===== src/rtl/lsu_ctrl.sv =====
// lsu_ctrl: load/store unit sitting behind the control unit of the 16-bit core.
// Runs one data-memory transaction at a time over a req/gnt/rvalid handshake,
// stalls the pipeline while it is in flight, returns load data for writeback,
// and pulses err_o for misaligned or timed-out accesses.
module lsu_ctrl #(
  parameter int DATA_W         = 16,
  parameter int ADDR_W         = 16,
  parameter int TIMEOUT_CYCLES = 16
) (
  input  logic              clk_i,
  input  logic              rst_ni,
  input  logic              mem_read_i,
  input  logic              mem_write_i,
  input  logic [ADDR_W-1:0] addr_i,
  input  logic [DATA_W-1:0] wdata_i,
  output logic              stall_o,
  output logic              load_valid_o,
  output logic [DATA_W-1:0] load_data_o,
  output logic              err_o,
  output logic              dmem_req_o,
  output logic              dmem_we_o,
  output logic [ADDR_W-1:0] dmem_addr_o,
  output logic [DATA_W-1:0] dmem_wdata_o,
  input  logic              dmem_gnt_i,
  input  logic              dmem_rvalid_i,
  input  logic [DATA_W-1:0] dmem_rdata_i
);

  // Counter only has to reach TIMEOUT_CYCLES-1, so log2 bits suffice (T >= 2).
  localparam int              CNT_W   = $clog2(TIMEOUT_CYCLES);
  localparam logic [CNT_W-1:0] CNT_MAX = CNT_W'(TIMEOUT_CYCLES - 1);

  typedef enum logic [1:0] {
    IDLE = 2'd0,
    REQ  = 2'd1,
    WAIT = 2'd2,
    DONE = 2'd3
  } state_e;

  state_e              state_q, state_d;
  logic [CNT_W-1:0]    cnt_q, cnt_d;
  logic                req_q, req_d;
  logic                we_q, we_d;
  logic [ADDR_W-1:0]   addr_q, addr_d;
  logic [DATA_W-1:0]   wdata_q, wdata_d;
  logic                load_valid_q, load_valid_d;
  logic [DATA_W-1:0]   load_data_q, load_data_d;
  logic                err_q, err_d;

  logic                cmd;
  logic                expired;

  // A simultaneous read and write is treated as a read; the write is dropped.
  assign cmd     = mem_read_i | mem_write_i;
  assign expired = (cnt_q == CNT_MAX);

  // Next-state, next-output and combinational stall computation.
  always_comb begin
    state_d      = state_q;
    cnt_d        = cnt_q;
    req_d        = req_q;
    we_d         = we_q;
    addr_d       = addr_q;
    wdata_d      = wdata_q;
    load_valid_d = 1'b0;
    load_data_d  = load_data_q;
    err_d        = 1'b0;
    stall_o      = 1'b0;

    unique case (state_q)
      IDLE: begin
        if (cmd) begin
          stall_o = 1'b1;
          if (addr_i[0]) begin
            // Misaligned halfword: report and skip the bus entirely.
            state_d = DONE;
            err_d   = 1'b1;
          end else begin
            state_d = REQ;
            req_d   = 1'b1;
            we_d    = ~mem_read_i;
            addr_d  = addr_i;
            wdata_d = wdata_i;
            cnt_d   = '0;
          end
        end
      end

      REQ: begin
        stall_o = 1'b1;
        cnt_d   = cnt_q + CNT_W'(1);
        // A grant on the expiry cycle still counts as success.
        if (dmem_gnt_i) begin
          req_d   = 1'b0;
          state_d = we_q ? DONE : WAIT;
        end else if (expired) begin
          req_d   = 1'b0;
          err_d   = 1'b1;
          state_d = DONE;
        end
      end

      WAIT: begin
        stall_o = 1'b1;
        cnt_d   = cnt_q + CNT_W'(1);
        // rvalid on the expiry cycle still counts as success.
        if (dmem_rvalid_i) begin
          load_data_d  = dmem_rdata_i;
          load_valid_d = 1'b1;
          state_d      = DONE;
        end else if (expired) begin
          err_d   = 1'b1;
          state_d = DONE;
        end
      end

      DONE: begin
        // The command still presented here belongs to the finishing instruction.
        state_d = IDLE;
      end

      default: begin
        state_d = IDLE;
      end
    endcase
  end

  // State, counter and registered outputs; reset clears everything.
  always_ff @(posedge clk_i) begin
    if (!rst_ni) begin
      state_q      <= IDLE;
      cnt_q        <= '0;
      req_q        <= 1'b0;
      we_q         <= 1'b0;
      addr_q       <= '0;
      wdata_q      <= '0;
      load_valid_q <= 1'b0;
      load_data_q  <= '0;
      err_q        <= 1'b0;
    end else begin
      state_q      <= state_d;
      cnt_q        <= cnt_d;
      req_q        <= req_d;
      we_q         <= we_d;
      addr_q       <= addr_d;
      wdata_q      <= wdata_d;
      load_valid_q <= load_valid_d;
      load_data_q  <= load_data_d;
      err_q        <= err_d;
    end
  end

  assign dmem_req_o   = req_q;
  assign dmem_we_o    = we_q;
  assign dmem_addr_o  = addr_q;
  assign dmem_wdata_o = wdata_q;
  assign load_valid_o = load_valid_q;
  assign load_data_o  = load_data_q;
  assign err_o        = err_q;

endmodule


===== config.mk =====
export PLATFORM = sky130hd
export DESIGN_NAME = lsu_ctrl
export DESIGN_NICKNAME = d
export VERILOG_FILES = /design/src/rtl/lsu_ctrl.sv
export SDC_FILE = /design/constraint.sdc
export NUM_CORES = 1
export LEC_CHECK = 0
export CAP_MARGIN = 20
export CORE_MARGIN = 4
export CORE_UTILIZATION = 46
export CTS_BUF_LIST = sky130_fd_sc_hd__clkbuf_4
export DETAILED_ROUTE_END_ITERATION = 10
export GPL_TIMING_DRIVEN = 0
export PLACE_DENSITY = 0.87
export SLEW_MARGIN = 20
export SYNTH_ARGS = -nofsm -noshare
export SYNTH_HDL_FRONTEND = slang
export SYNTH_SLANG_ARGS = --single-unit
export TNS_END_PERCENT = 20

===== constraint.sdc =====
create_clock -name clk_i -period 2.45 [get_ports clk_i]
set_input_delay 0.49 -clock clk_i [delete_from_list [all_inputs] [get_ports clk_i]]
set_output_delay 0.49 -clock clk_i [all_outputs]
set_load 0.01 [all_outputs]

==> results.toml <==
[synthesis]
synth_top_area_share_pct = 48.13
ys_seq_elements = 57
netlist_top_cells_area = "dfxtp_1, a21oi_1, nand3_1"
synthTopCellsByCount = "dfxtp_1, a21oi_1, nand2_1"
synth.net_count = 345
postSynthCellCount = 286
syn_area_um2 = 2371
yosysTopAreaCell = "dfxtp_1"
avgSynthCellArea_um2 = 8.290
synth.most_common_cell = "dfxtp_1"
yosys_most_used_dff = "dfxtp_1"
synth-async-reset-ratio_pct = 0
yosysUniqueCellTypes = 38
ys_seq_area_share_pct = 48.13
synth-edff-count = 0
yosys_warnings = 0

[worst_hold_path]
hp-class = "input pin to register"

[route]
finalWirelength_mm = 7.167
dr.first_iter.drc_count = 78
final_antenna_net_count = 0
drt-wirelength-per-cell_um = 15.15
vias = 2544
dr.pass1.iters = 4
viasPerCell = 5.378
drc = 0

[grt]
grt_use_met3_pct = 6.885
grt_pass1_vias = 2468
met2_usage_pct = 37.23
grt_max_degree = 13
grt_busiest_layer = "met2"
met1_usage_pct = 27.07
grt_pass1_wl_mm = 11.37
grt_overflow_total = 0
grt_usage_pct = 23.08
antenna_found_initial = 0

[placed_design]
dp_hpwl_mm = 5.305
io_buffer_count = 104
post-place-ws_ns = -0.2604
dp_cells = 457
finalWeightedCongestion = 0.8818
place_area_um2 = 3496

[layout]
fin_nets = 460
utilization_pct = 75.59
area_growth_pct = 54.56
layoutNonFillerInstCount = 473
seq_area_um2 = 1142
fin_area_um2 = 3665
fill_cells = 372
final_layout_size_suffix_gt1_share_pct = 9.606
multi_input_area_um2 = 1055
num_antenna_cells = 0

[clocking]
post_cts_buffers = 0
tritoncts = "yes"
cts_made_buffers = 9
clockRootBuffer = "clkbuf_4"
cts-htree-levels = 3
clk_path_buf_depth = 2
path_clk_slew_ns = 0.11
clk-insertion-delay-late_ns = 0.41
clock_sinks = 57

[floorplan]
die_area_um2 = 6367
die_y_um = 79.80
initial_core_util_pct = 48.90
core_um2 = 4848
rows = 25
die_w_um = 79.80
io-pin-count = 107

[pwr]
leakage_nw = 1.298
pwr-share-clk_pct = 27.7
fin_total_pwr_mw = 2.938
p_comb_share_pct = 34.3
switchingPower_mw = 0.9774
power_frac_seq_pct = 38.0
power_density_nw_per_um2 = 801.7
p_int_mw = 1.961
p_sw_share_pct = 33.27
ir_drop_mv = 0.4332

[job]
max_cap_violations = 0

[critical_path]
crit_arrival_ns = 1.83
criticalPathCategory = "input pin to primary output"
start_kind = "input pin"
crit_required_ns = 1.96
reg2reg_slack_ns = 0.93
critPathCaptureType = "primary output"
crit_fanout = 10

[timing]
max_freq_mhz = 431.7
fin_setup_tns_ns = 0
setup_violations = 0
finalCriticalPeriod_ns = 2.316
rsz0062_at_grt = "no"
skew_ns = 0.01008
finalCritPeriodShare_pct = 94.55
setup_ws_ns = 0.1336
finalMaxSlewViolations = 0
hold_slack_ns = 0.4340
hold_viol = 0

[run_status]
status = "finished clean"
==> cell usage in the layout, fill, tap and decap left out, types with 2 or more instances in the layout <==
master and count:
bufinv_16 2, o2111ai_1 2, nand2b_1 2, o21ai_1 5, inv_6 2, o22ai_1 2
nor2b_1 2, nand3_1 32, buf_6 5, inv_1 7, a31o_2 2, clkbuf_1 10
clkbuf_2 2, ha_1 4, nand2_1 37, a21oi_1 54, nor2_1 5, a221oi_1 3
buf_4 2, o21ai_0 28, a211oi_1 2, clkinv_4 2, dfxtp_1 56, clkdlybuf4s50_1 103
buf_2 6, clkbuf_4 9
==> per-layer routing <==
| metal | up-vias | routed length (µm) |
|---|---|---|
| li1 | 1249 | - |
| met1 | 1148 | 2931 |
| met2 | 125 | 3341 |
| met3 | 22 | 645 |
| met4 | 0 | 249 |
| met5 | - | 0 |
==> worst paths after layout <==
path                                startpoint         endpoint  cells past startpoint
worst min register to register  load_data_o[8]   load_data_o[8]                      2
worst max register to register      state_q[1]  dmem_wdata_o[9]                      6
worst min-delay path                 addr_i[0]  dmem_addr_o[13]                      3
worst max-delay path               mem_write_i          stall_o                      7
==> power by group through the flow <==
stage	sequential, mW	clock (mW)	combinational (mW)
after floorplan	1.17	0	0.530
after global placement	1.13	0	0.994
after detailed placement	1.13	0	1.01
after CTS	1.11	0.833	1.02
after global routing	1.13	0.877	1.10
final	1.12	0.814	1.01
==> what timing repair did <==
action	CTS	global route
hold buffers	0	0
gates resized for setup	4	1
setup endpoints to repair	1	1
==> cells by family (layout without fill, tap and decap cells) <==
group	count (synthesis)	count (layout)	synth area share (%)
flip-flops	57	57	48.13
AO/OA/AOI/OAI	109	109	26.33
adder cells (fa/ha/maj)	5	5	2.639
buffers and inverters	33	153	7.493
AND/OR/NAND/NOR	81	81	15.25
other	1	1	0.1582
==> final cells by class <==
cell class	instances	share of cell area, %
flip-flops and latches	57	31.17
multi-input cells	196	28.78
repair buffers	104	28.27
plain buffers	24	3.926
clock inverters	7	2.800
well taps	67	2.287
clock buffers	9	1.844
inverters	9	0.9218
==> flip-flops by register name, indices dropped and copies added (netlist names) <==
name and flops:
dmem_wdata_o 16, load_data_o 16, dmem_addr_o 15, cnt_q 4
state_q 2, dmem_req_o 1, dmem_we_o 1, err_o 1
load_valid_o 1
==> critical path, stage by stage <==
cell and delay, ns:
clkdlybuf4s50_1 0.60, o21a_1 0.18, buf_6 0.14, buf_6 0.14, nor2_1 0.04, nor2_1 0.08, clkbuf_2 0.15
Note: power is estimated with default switching activity, not from simulation.
